`src/rtl/bnn_pkg.sv`:
```
// rtl/bnn_pkg.sv - shared sizes, stream header value and loader state type
// Holds the parameter defaults used by weight_loader and wl_checksum.
`timescale 1ns/1ps
package bnn_pkg;

    localparam int WT_W   = 16;   // width of every weight, bias and stream word
    localparam int NUM_WT = 6;    // four hidden-layer plus two output-layer weights
    localparam int NUM_B  = 3;    // biases

    // Start-of-packet marker; only recognised while idle.
    localparam logic [15:0] HEADER = 16'hB5A5;

    typedef enum logic [1:0] {
        ST_IDLE   = 2'd0,
        ST_RECV   = 2'd1,
        ST_CHECK  = 2'd2,
        ST_COMMIT = 2'd3
    } wl_state_t;

endpackage

```
`src/rtl/wl_checksum.sv`:
```
// rtl/wl_checksum.sv - wrap-around running sum of payload words
// Built only when WL_CHECKSUM_EN is defined.
// Ports:
//   i_clk, i_rst_n : clock, asynchronous active-low reset
//   i_clr          : zero the sum (takes priority over i_add)
//   i_add          : add i_data into the sum this cycle
//   i_data         : word to accumulate
//   o_sum          : current WT_W-bit modular sum
`timescale 1ns/1ps
`ifdef WL_CHECKSUM_EN
module wl_checksum
    import bnn_pkg::*;
#(
    parameter int WT_W = bnn_pkg::WT_W
) (
    input  logic            i_clk,
    input  logic            i_rst_n,
    input  logic            i_clr,
    input  logic            i_add,
    input  logic [WT_W-1:0] i_data,
    output logic [WT_W-1:0] o_sum
);

    logic [WT_W-1:0] r_sum;

    always_ff @(posedge i_clk or negedge i_rst_n) begin
        if (!i_rst_n) begin
            r_sum <= '0;
        end else if (i_clr) begin
            r_sum <= '0;
        end else if (i_add) begin
            // Carry out of the top bit is intentionally dropped.
            r_sum <= r_sum + i_data;
        end
    end

    assign o_sum = r_sum;

endmodule
`endif

```
`src/rtl/weight_loader.sv`:
```
// rtl/weight_loader.sv - streams a parameter packet into staging and commits it atomically
// Macro WL_CHECKSUM_EN: when defined the packet carries a trailing checksum word
// that is verified before commit; when undefined the packet is header + payload only.
// Ports:
//   Clk, Reset_n      : clock, asynchronous active-low reset
//   in_valid/in_ready : stream handshake, word taken when both high on a rising edge
//   in_data           : signed stream word
//   wt, b             : live weights and biases (only ever a complete committed set)
//   params_valid      : live registers hold a committed set
//   load_ok, load_err : one-cycle pulses for commit / rejected header or checksum
//   busy              : loader is not idle
`timescale 1ns/1ps
module weight_loader
    import bnn_pkg::*;
#(
    parameter int WT_W   = bnn_pkg::WT_W,
    parameter int NUM_WT = bnn_pkg::NUM_WT,
    parameter int NUM_B  = bnn_pkg::NUM_B
) (
    input  logic                   Clk,
    input  logic                   Reset_n,
    input  logic                   in_valid,
    output logic                   in_ready,
    input  logic signed [WT_W-1:0] in_data,
    output logic signed [WT_W-1:0] wt [0:NUM_WT-1],
    output logic signed [WT_W-1:0] b  [0:NUM_B-1],
    output logic                   params_valid,
    output logic                   load_ok,
    output logic                   load_err,
    output logic                   busy
);

    localparam int              NUM_WORDS = NUM_WT + NUM_B;
    localparam int              IDX_W     = $clog2(NUM_WORDS);
    localparam logic [IDX_W-1:0] LAST_IDX = IDX_W'(NUM_WORDS - 1);
    localparam logic [WT_W-1:0]  HDR      = WT_W'(HEADER);

    wl_state_t               r_state;
    logic [IDX_W-1:0]        r_idx;
    logic signed [WT_W-1:0]  r_stg [0:NUM_WORDS-1];
    logic signed [WT_W-1:0]  r_wt  [0:NUM_WT-1];
    logic signed [WT_W-1:0]  r_b   [0:NUM_B-1];
    logic                    r_params_valid;
    logic                    r_load_ok;
    logic                    r_load_err;

    logic w_accept;
    logic w_is_hdr;

    // COMMIT is the only cycle where the loader cannot take a word.
    assign in_ready = (r_state != ST_COMMIT);
    assign w_accept = in_valid & in_ready;
    assign w_is_hdr = ($unsigned(in_data) == HDR);

`ifdef WL_CHECKSUM_EN
    logic            w_sum_clr;
    logic            w_sum_add;
    logic [WT_W-1:0] w_sum;

    // Header itself is never summed; each accepted header restarts the sum.
    assign w_sum_clr = w_accept && (r_state == ST_IDLE) && w_is_hdr;
    assign w_sum_add = w_accept && (r_state == ST_RECV);

    wl_checksum #(
        .WT_W (WT_W)
    ) u_checksum (
        .i_clk   (Clk),
        .i_rst_n (Reset_n),
        .i_clr   (w_sum_clr),
        .i_add   (w_sum_add),
        .i_data  ($unsigned(in_data)),
        .o_sum   (w_sum)
    );
`endif

    always_ff @(posedge Clk or negedge Reset_n) begin
        if (!Reset_n) begin
            r_state        <= ST_IDLE;
            r_idx          <= '0;
            r_params_valid <= 1'b0;
            r_load_ok      <= 1'b0;
            r_load_err     <= 1'b0;
            for (int i = 0; i < NUM_WORDS; i++) r_stg[i] <= '0;
            for (int i = 0; i < NUM_WT; i++)    r_wt[i]  <= '0;
            for (int i = 0; i < NUM_B; i++)     r_b[i]   <= '0;
        end else begin
            r_load_ok  <= 1'b0;
            r_load_err <= 1'b0;
            case (r_state)
                ST_IDLE: begin
                    if (w_accept) begin
                        if (w_is_hdr) begin
                            r_state <= ST_RECV;
                            r_idx   <= '0;
                        end else begin
                            r_load_err <= 1'b1;
                        end
                    end
                end
                ST_RECV: begin
                    // Any value, including HEADER, is payload here.
                    if (w_accept) begin
                        r_stg[r_idx] <= in_data;
                        if (r_idx == LAST_IDX) begin
                            r_idx <= '0;
`ifdef WL_CHECKSUM_EN
                            r_state <= ST_CHECK;
`else
                            r_state <= ST_COMMIT;
`endif
                        end else begin
                            r_idx <= r_idx + IDX_W'(1);
                        end
                    end
                end
                ST_CHECK: begin
`ifdef WL_CHECKSUM_EN
                    if (w_accept) begin
                        if ($unsigned(in_data) == w_sum) begin
                            r_state <= ST_COMMIT;
                        end else begin
                            // Staging is abandoned; live set stays as it was.
                            r_load_err <= 1'b1;
                            r_state    <= ST_IDLE;
                        end
                    end
`else
                    r_state <= ST_IDLE;
`endif
                end
                ST_COMMIT: begin
                    // Whole set moves in one edge so consumers never see a mix.
                    for (int i = 0; i < NUM_WT; i++) r_wt[i] <= r_stg[i];
                    for (int i = 0; i < NUM_B; i++)  r_b[i]  <= r_stg[NUM_WT + i];
                    r_params_valid <= 1'b1;
                    r_load_ok      <= 1'b1;
                    r_state        <= ST_IDLE;
                end
                default: r_state <= ST_IDLE;
            endcase
        end
    end

    assign wt           = r_wt;
    assign b            = r_b;
    assign params_valid = r_params_valid;
    assign load_ok      = r_load_ok;
    assign load_err     = r_load_err;
    assign busy         = (r_state != ST_IDLE);

endmodule
```
`config.mk`:
```
export PLATFORM = sky130hd
export DESIGN_NAME = weight_loader
export DESIGN_NICKNAME = d
export VERILOG_FILES = /design/src/rtl/bnn_pkg.sv /design/src/rtl/wl_checksum.sv /design/src/rtl/weight_loader.sv
export SDC_FILE = /design/constraint.sdc
export NUM_CORES = 1
export LEC_CHECK = 0
export CAP_MARGIN = 20
export CORE_ASPECT_RATIO = 1.5
export CORE_UTILIZATION = 54
export DETAILED_ROUTE_END_ITERATION = 10
export PLACE_DENSITY = 0.8
export SYNTH_ARGS = -nofsm -noshare
export SYNTH_HDL_FRONTEND = slang
export SYNTH_SLANG_ARGS = --single-unit
```
`constraint.sdc`:
```
create_clock -name Clk -period 2.3 [get_ports Clk]
set_input_delay 0.46 -clock Clk [delete_from_list [all_inputs] [get_ports Clk]]
set_output_delay 0.46 -clock Clk [all_outputs]
set_load 0.02 [all_outputs]
```
==> results.yml <==
run:
  cap_violations: 0
routing:
  drc: 0
  drtPass1Iterations: 4
  post_drt_via_cell_ratio: 5.47
  ant_nets: 0
  initialDrtViolationCount: 223
  vias: 6235
  wirelength_um: 24900
  routedWlPerCell_um: 21.9
placed_design:
  dp_hpwl_um: 17000
  post-place-ws_ps: -99.5
  dpl.cell_count: 1091
  place.gp.congestion: 0.761
  portBuffers: 167
die:
  num_rows: 64
  boundaryPins: 168
  die_area_mm2: 0.0215
  floorplan.initialDensity_pct: 55.2
  core_mm2: 0.0205
  die_h_um: 179
  die_w_um: 120
critical_path:
  worst_setup_path_start_kind: "flip-flop"
  cp_data_arrival_time_ps: 1800
  endpoint_kind: "primary output"
  required_ps: 1840
  path_class: "flip-flop to primary output"
  critPathMaxFanout: 6
  reg2reg_slack_ps: 340
cts:
  h-tree-depth: 1
  cts_buffers: 26
  cts-root-buf: "clkbuf_16"
  cts_tree: "built"
  clockBufferDepth: 3
  worstSkewPairLatency_ps: 520
  path_clk_slew_ps: 70
  clock_sinks: 297
  post-cts-setup-buffer-count: 0
synth:
  synth_cells: 675
  syn_area_mm2: 0.0113
  synth_fa_ha_area_share_pct: 0.443
  synth-edff-count: 0
  synth_top_area_share_pct: 65.7
  synth-simple-area-share_pct: 2.43
  syn_nets: 698
  synth.area.top_cells: "dfrtp_1, mux2_2, mux2_1"
  ys_seq_elements: 297
  async_reset_ff_share_pct: 100
  yosys_warnings: 0
  synth-xor-area-share_pct: 0
  synthMuxAreaShare_pct: 28.7
  synth_compound_area_share_pct: 0.443
  synth_area_leader_cell: "dfrtp_1"
  synth_area_per_cell_um2: 16.8
  synth_top_family_by_area: "multiplexers"
  ys_seq_area_share_pct: 65.7
  synth_flop_cell: "dfrtp_1"
  synth_cell_types: 33
final_layout:
  final_util_pct: 69.5
  layout_commonest_cell: "dfrtp_1"
  syn_to_final_growth_pct: 26.0
  final_cell_mix: "dfrtp_1, mux2_2, clkdlybuf4s50_1"
  final_nets: 879
  diodes: 0
  fillers: 1391
  stdcell_count: 1139
  drive_above_1_share_pct: 39.2
power:
  vdd_drop_max_mv: 0.534
  p_leak_uw: 0.00730
  power_density_mw_per_mm2: 702
global_route:
  grt_max_degree: 76
  overflow: 0
  antenna_found_initial: 0
  first_global_vias: 6814
  grt_pass1_wl_um: 39100
  track_usage_pct: 24.2
worst_hold_path:
  worst_hold_path_type: "input port to asynchronous set/reset pin"
timing:
  layout_setup_ws_ps: 40.6
  relSlewSlack_pct: 59.5
  skew_ps: 15.4
  setup_viol: 0
  whs_ps: 470
  clock.fmax_mhz: 443
  hold_violations: 0
  period_minus_slack_ps: 2260
  rsz0062_at_grt: "false"
  post-route-period-util_pct: 98.2
  finalMaxSlewViolations: 0
  tightest_slew_ps: 607
outcome:
  outcome: "finished, final reports clean"
state kept, by name (all words and copies together), names as in the netlist:
| signal | cells |
|---|---|
| b | 48 |
| load_err | 1 |
| load_ok | 1 |
| params_valid | 1 |
| r_idx | 4 |
| r_state | 2 |
| r_stg | 144 |
| wt | 96 |
routing by layer:
metal	GRT usage, %	vias to the layer above	routed length (um)
li1	-	2726	-
met1	28.6	3303	9500
met2	45.4	166	13800
met3	2.99	40	975
met4	7.86	0	653
met5	0	-	0
kinds of logic (layout without fill, tap and decap cells):
group	after synthesis	after routing
AO/OA/AOI/OAI	7	7
AND/OR/NAND/NOR	34	34
buffers and inverters	45	245
adder cells (fa/ha/maj)	4	4
flip-flops	297	297
multiplexers	288	288
metrics by stage:
step | area (um^2) | total power [uW] | setup TNS, ps
4_1_cts | 14200 | 10100 | 0
5_1_grt | 14200 | 10300 | 0
2_1_floorplan | 11300 | 5370 | 0
3_5_place_dp | 13300 | 5590 | -5810
6_report | 14200 | 10000 | 0
3_3_place_gp | 13300 | 5580 | 0
worst max-delay path, stage by stage (launching register included):
cell and delay (ps):
dfrtp_1 470, nand2_4 170, clkdlybuf4s50_1 630
synthesized netlist by cell type (all sizes together) (3+ instances only):
cell,number
mux2,288
dfrtp,297
nand3,3
nand2,11
nand4,3
ha,4
and4bb,4
buf,28
clkbuf,14
o21ai,3
area by class of cell:
| cell class | instances | area (um^2) | share of cell area (%) |
|---|---|---|---|
| inverters | 3 | 11.3 | 0.0790 |
| repair buffers | 195 | 1940 | 13.6 |
| multi-input cells | 333 | 3630 | 25.5 |
| well taps | 264 | 330 | 2.32 |
| clock inverters | 8 | 118 | 0.826 |
| clock buffers | 39 | 791 | 5.55 |
| flip-flops and latches | 297 | 7430 | 52.2 |
power by group:
| group | internal [uW] | switching, uW |
|---|---|---|
| combinational | 71.7 | 187 |
| clock | 2710 | 1810 |
| sequential | 5230 | 2.70 |
| total | 8000 | 2000 |
timing repair:
action	CTS	global route
setup endpoints to repair	1	0
endpoints found under the hold margin	53	0
gates resized for setup	1	0
hold buffers	1	0
worst paths after layout:
check | start | to | cells after the start
setup reg to reg | r_idx[0]$_DFFE_PN0P_ | r_stg[7]$_DFFE_PN0P_ | 6
hold / removal | Reset_n | r_stg[84]$_DFFE_PN0P_ | 2
min in group Clk | r_stg[137]$_DFFE_PN0P_ | r_stg[137]$_DFFE_PN0P_ | 1
hold reg to reg | r_stg[137]$_DFFE_PN0P_ | r_stg[137]$_DFFE_PN0P_ | 1
max in group asynchronous | Reset_n | load_ok$_DFF_PN0_ | 3
setup / recovery | r_state[0]$_DFFE_PN0P_ | in_ready | 2
Power figures use the tool's default switching activity.
==> RTL edit 1 (same settings) <==
`WT_W`: 16 -> 32.
--- a/src/rtl/bnn_pkg.sv
+++ b/src/rtl/bnn_pkg.sv
@@ -5,3 +5,3 @@
 
-    localparam int WT_W   = 16;   // width of every weight, bias and stream word
+    localparam int WT_W   = 32;   // width of every weight, bias and stream word
     localparam int NUM_WT = 6;    // four hidden-layer plus two output-layer weights
Ports: changed (resized b, in_data and wt); port bits go from 168 to 328. No check against the original RTL was run, so the function may have changed too.
==> RTL edit 1 against the original RTL <==
Sequential cell count increased by 288; setup slack improved by 58 ps; highest routed layer is now met5; design area increased by 97%; power increased to 3.7 times the old value; routed wire length increased by 110%; synthesized area increased by 97%; sequential power increased to 3.2 times the old value; clock skew increased by 15 ps; via count increased by 99%; global-route usage increased by 1.4 points; register-to-register slack improved by 50 ps.
==> RTL edit 1: results (changes against the original RTL) <==
Synthesis
  – Sequential share of the synthesized area: 65.84% (+0.12 points)
  – Post-synth top cells: 585 x dfrtp_1, 527 x mux2_2, 38 x mux2_1
  – Post-synth net total: 1,352 (+94%)
  – Gate Count Post-Synth: 1,313 (+95%)
  – Cell variety after synth: 40 (+21%)
  – Synth top area cells: dfrtp_1 66%, mux2_2 27%, mux2_1 1.9%

Power and ir drop
  – Worst vdd ir: 0.9763 mV (+83%)
  – Pleak: 13.67 nW (+87%)

Placed design
  – GPL Wtd Cong: 0.7769 (+2.2%)
  – Placed cells: 2,132 (+95%)
  – Post-DP Area: 26,430 um^2 (+98%)
  – Detailed Place HPWL: 36,170 um (+110%)
  – Port buffer count: 327 (+96%)

Finish
  – Share of layout cells above drive strength 1: 41.79% (+2.6 points)
  – Max FFs per register: 288 (+100%)
  – Final Net Count: 1,719 (+96%)

Setup path
  – Worst path slowest cell: dfrtp_2
  – Critical Path Fanout Max: 10 (+4)

GRT
  – Initial antenna violation count: 1 (+1)
  – First-pass GRT wire length: 81,000 um (+110%)
  – All-Layer GR Usage: 25.60% (+1.4 points)
  – Vias in the first global route: 13,580 (+99%)
  – Largest net degree at the start of global routing: 87 (+14%)

Clock network
  – H-tree level count: 2 (+1)
  – CTS buffer count: 51 (+96%)
  – Worst-Skew Late Latency: 580 ps (+60 ps)

Timing
  – Clock Skew: 30.86 ps (+15.45 ps)
  – Worst-margin pin slew: 712.0 ps (+104.9 ps)

Drt
  – Vias per inst: 5.579 (+1.9%)
  – Via count: 12,410 (+99%)
  – Initial DRC Count: 556 (+150%)
  – Final WL: 52,470 um (+110%)

Outcome
  – Status: completed
[RTL edit 1: cell count changes after synthesis, moves of 11 or more]
cell and change:
mux2_2 +266, buf_6 +17, dfrtp_1 +288, mux2_4 +11, buf_2 +21, mux2_1 +11
[RTL edit 1: cells by family after synthesis]
kind of cell             Yosys count  share of synthesized area, %
buffers and inverters             97                         2.718
AO/OA/AOI/OAI                     10                        0.3376
multiplexers                     576                         29.36
AND/OR/NAND/NOR                   41                         1.525
flip-flops                       585                         65.84
adder cells (fa/ha/maj)            4                        0.2251
[RTL edit 1: path summary, 6_finish.rpt]
check                           slack [ps]           end    startpoint
worst max-delay path                   100          busy    r_state[0]
worst max register to register         390     r_stg[24]      r_idx[0]
max in group asynchronous             1070        wt[98]       Reset_n
worst min-delay path                   410     r_stg[51]       Reset_n
worst min register to register         460  params_valid  params_valid
min in group Clk                       460  params_valid  params_valid
[RTL edit 1: area by class of cell]
type | count | area, um^2
clock inverters | 17 | 161.4
flip-flops and latches | 585 | 14640
fillers | 2688 | 12310
inverters | 6 | 22.52
multi-input cells | 631 | 6999
repair buffers | 405 | 4139
clock buffers | 74 | 1524
well taps | 506 | 633.1
[RTL edit 1: power by group]
group | switching [mW] | total [mW] | internal [mW]
Clock | 3.69 | 8.52 | 4.83
Sequential | 2.44 | 16.8 | 14.3
Combinational | 5.02 | 11.3 | 6.26
[RTL edit 1: critical path, delay by kind of cell, from the launching register on]
| family | cells | cell delay, ps |
|---|---|---|
| and+or+nand+nor | 1 | 320 |
| DFF | 1 | 500 |
| buffers and inverters | 1 | 350 |
[RTL edit 1: layer usage]
| metal | wire length, um | vias up | share of wire, % | GRT usage, % |
|---|---|---|---|---|
| li1 | - | 5343 | - | - |
| met1 | 19350 | 6585 | 37 | 29.67 |
| met2 | 27880 | 357 | 53 | 45.19 |
| met3 | 2627 | 121 | 5.0 | 4.898 |
| met4 | 2598 | 2 | 5.0 | 12.77 |
| met5 | 12 | - | 0.023 | 0 |
[RTL edit 1: through the flow]
step / setup TNS, ps / power (mW)
after floorplan: 0 / 22.49
after global placement: -946.7 / 27.60
after detailed placement: -814.0 / 28.22
after CTS: 0 / 36.84
after global routing: 0 / 38.18
final: 0 / 36.55
[RTL edit 1: repair_timing]
action	in CTS	in global routing
endpoints found under the hold margin	37	0
hold buffers	1	0
endpoints found under the setup margin	2	0
gates resized for setup	3	0
==> RTL edit 2 (config.mk and constraints unchanged) <==
Made on the original files. The 4 states of `wl_state_t` get a one-hot encoding in 4 bits.
--- a/src/rtl/bnn_pkg.sv
+++ b/src/rtl/bnn_pkg.sv
@@ -12,7 +12,7 @@
 
-    typedef enum logic [1:0] {
-        ST_IDLE   = 2'd0,
-        ST_RECV   = 2'd1,
-        ST_CHECK  = 2'd2,
-        ST_COMMIT = 2'd3
+    typedef enum logic [3:0] {
+        ST_IDLE   = 4'b0001,
+        ST_RECV   = 4'b0010,
+        ST_CHECK  = 4'b0100,
+        ST_COMMIT = 4'b1000
     } wl_state_t;
Formal check against the unedited RTL: same outputs for any inputs over 4 cycles, from zero or initial values and one cycle with Reset_n low; so few cycles prove little.
==> RTL edit 2 against the original RTL <==
Design area rose by 2.6%; sequential cell count rose by 1; die area rose by 1.5%; routed wire length rose by 1.1%; via count rose by 0.43%; synthesized area rose by 1.5%; setup slack improved by 100 ps; largest cell class unchanged; highest routed layer unchanged.
Power is not compared: it rests on default switching activity, and its combinational part moved more than twofold at a synthesized area within 25%.
==> RTL edit 2: results (changes against the original RTL) <==
Outcome
  – Status: completed

Synthesis
  – Ys flop type: dfrtp_1
  – Synth Area per Inst: 16.81 um^2 (+0.34%)
  – Cell variety after synth: 31 (-6.1%)
  – Post-synth top cells: 297 x dfrtp_1, 248 x mux2_2, 40 x mux2_4
  – Post-synth net total: 706 (+1.1%)
  – Sequential share of the synthesized area: 64.96% (-0.76 points)
  – Post-synth ARST share: 100.0% (unchanged)
  – Synth top area cells: dfrtp_1 65%, mux2_2 24%, mux2_4 5.2%

Placed design
  – Dpl ws: -179.4 ps (-79.84 ps)
  – Detailed Place HPWL: 17,360 um (+1.9%)
  – Post-DP Area: 13,700 um^2 (+2.8%)
  – Port buffer count: 167 (unchanged)
  – GPL Wtd Cong: 0.7368 (-3.1%)
  – Placed cells: 1,110 (+1.7%)

Finish
  – Max FFs per register: 144 (unchanged)
  – Reg with most FFs: r_stg
  – Final Net Count: 894 (+1.7%)
  – Fillers: 1,386 (-0.36%)
  – Final cell count without fillers: 1,159 (+1.8%)
  – Share of layout cells above drive strength 1: 42.54% (+3.3 points)

Power and ir drop
  – Worst vdd ir: 0.6807 mV

Setup path
  – Critical Path Fanout Max: 7 (+1)
  – Arr. time, crit path: 1690 ps (-110 ps)
  – Reg2reg path depth: 5 (-1)

Clock network
  – Hold buffer count at cts: 1 (unchanged)
  – CTS buffer count: 26 (unchanged)
  – # Post-CTS Setup Buffers: 0 (unchanged)
  – Post-CTS sizing: 2 (+1)
  – Clock Tree Root: clkbuf_16
  – CTS Buffer Depth: 3 (unchanged)

Timing
  – Clock Skew: 17.38 ps (+1.976 ps)
  – Worst-margin pin slew: 575.6 ps (-31.55 ps)
  – Final Hold Viols: 0 (unchanged)

Drt
  – Drt wl/cell: 21.74 um (-0.61%)
  – Initial DRC Count: 254 (+14%)
  – Via count: 6,262 (+0.43%)

Min path
  – Hold Crit Class: in2async

GRT
  – Met1 usage in global routing: 28.40% (-0.22 points)
  – All-Layer GR Usage: 24.02% (-0.21 points)
  – Largest net degree at the start of global routing: 96 (+26%)
  – GR Util met2: 44.55% (-0.83 points)
  – First-pass GRT wire length: 39,770 um (+1.7%)
  – Met3 Track Usage GR: 3.418% (+0.43 points)
  – Vias in the first global route: 6,923 (+1.6%)
-- RTL edit 2: metal layers --
metal  wire length [um]  vias up
li1                   -     2775
met1               9487     3325
met2              14190      135
met3                910       27
met4                606        0
met5                  0        -
-- RTL edit 2: power breakdown --
part           leakage, nW  switching [mW]  internal, mW  total (mW)
registers             4.02           0.633          6.29        6.92
logic                 2.79           0.606          1.09        1.69
clock network        0.445            1.89          2.63        4.53
total                 7.26            3.13          10.0        13.1
-- RTL edit 2: critical path: stages (launching register included) --
cell and delay (ps):
dfrtp_1 450, inv_1 110, or3_4 390, clkbuf_2 220
-- RTL edit 2: worst paths after layout --
| check | startpoint | to | slack, ps |
|---|---|---|---|
| setup / recovery | r_state[3] | in_ready | 150 |
| hold / removal | Reset_n | wt[92] | 450 |
| hold reg to reg | params_valid | params_valid | 480 |
| min in group Clk | params_valid | params_valid | 480 |
| setup reg to reg | r_state[3] | r_stg[57] | 440 |
| max in group asynchronous | Reset_n | r_state[0] | 1120 |
-- RTL edit 2: layout make-up --
cell class                 instances  area, um^2  area share [%]
sequential                       298        7458           51.05
clock inverter                    13       157.7           1.079
inverter                           4       15.01          0.1028
multi-input combinational        339        3812           26.09
timing repair buffer             202        2086           14.28
tap                              268       335.3           2.295
clock buffer                      35       745.7           5.104
-- RTL edit 2: kinds of logic (layout without fill, tap and decap cells) --
| logic type | Yosys count | after routing | share of synthesized area, % |
|---|---|---|---|
| DFF | 298 | 298 | 64.96 |
| AOI/OAI and AO/OA | 10 | 10 | 0.6647 |
| muxes | 288 | 288 | 29.56 |
| and+or+nand+nor | 37 | 37 | 2.430 |
| adders and majority gates | 4 | 4 | 0.4359 |
| buffers and inverters | 46 | 254 | 1.951 |
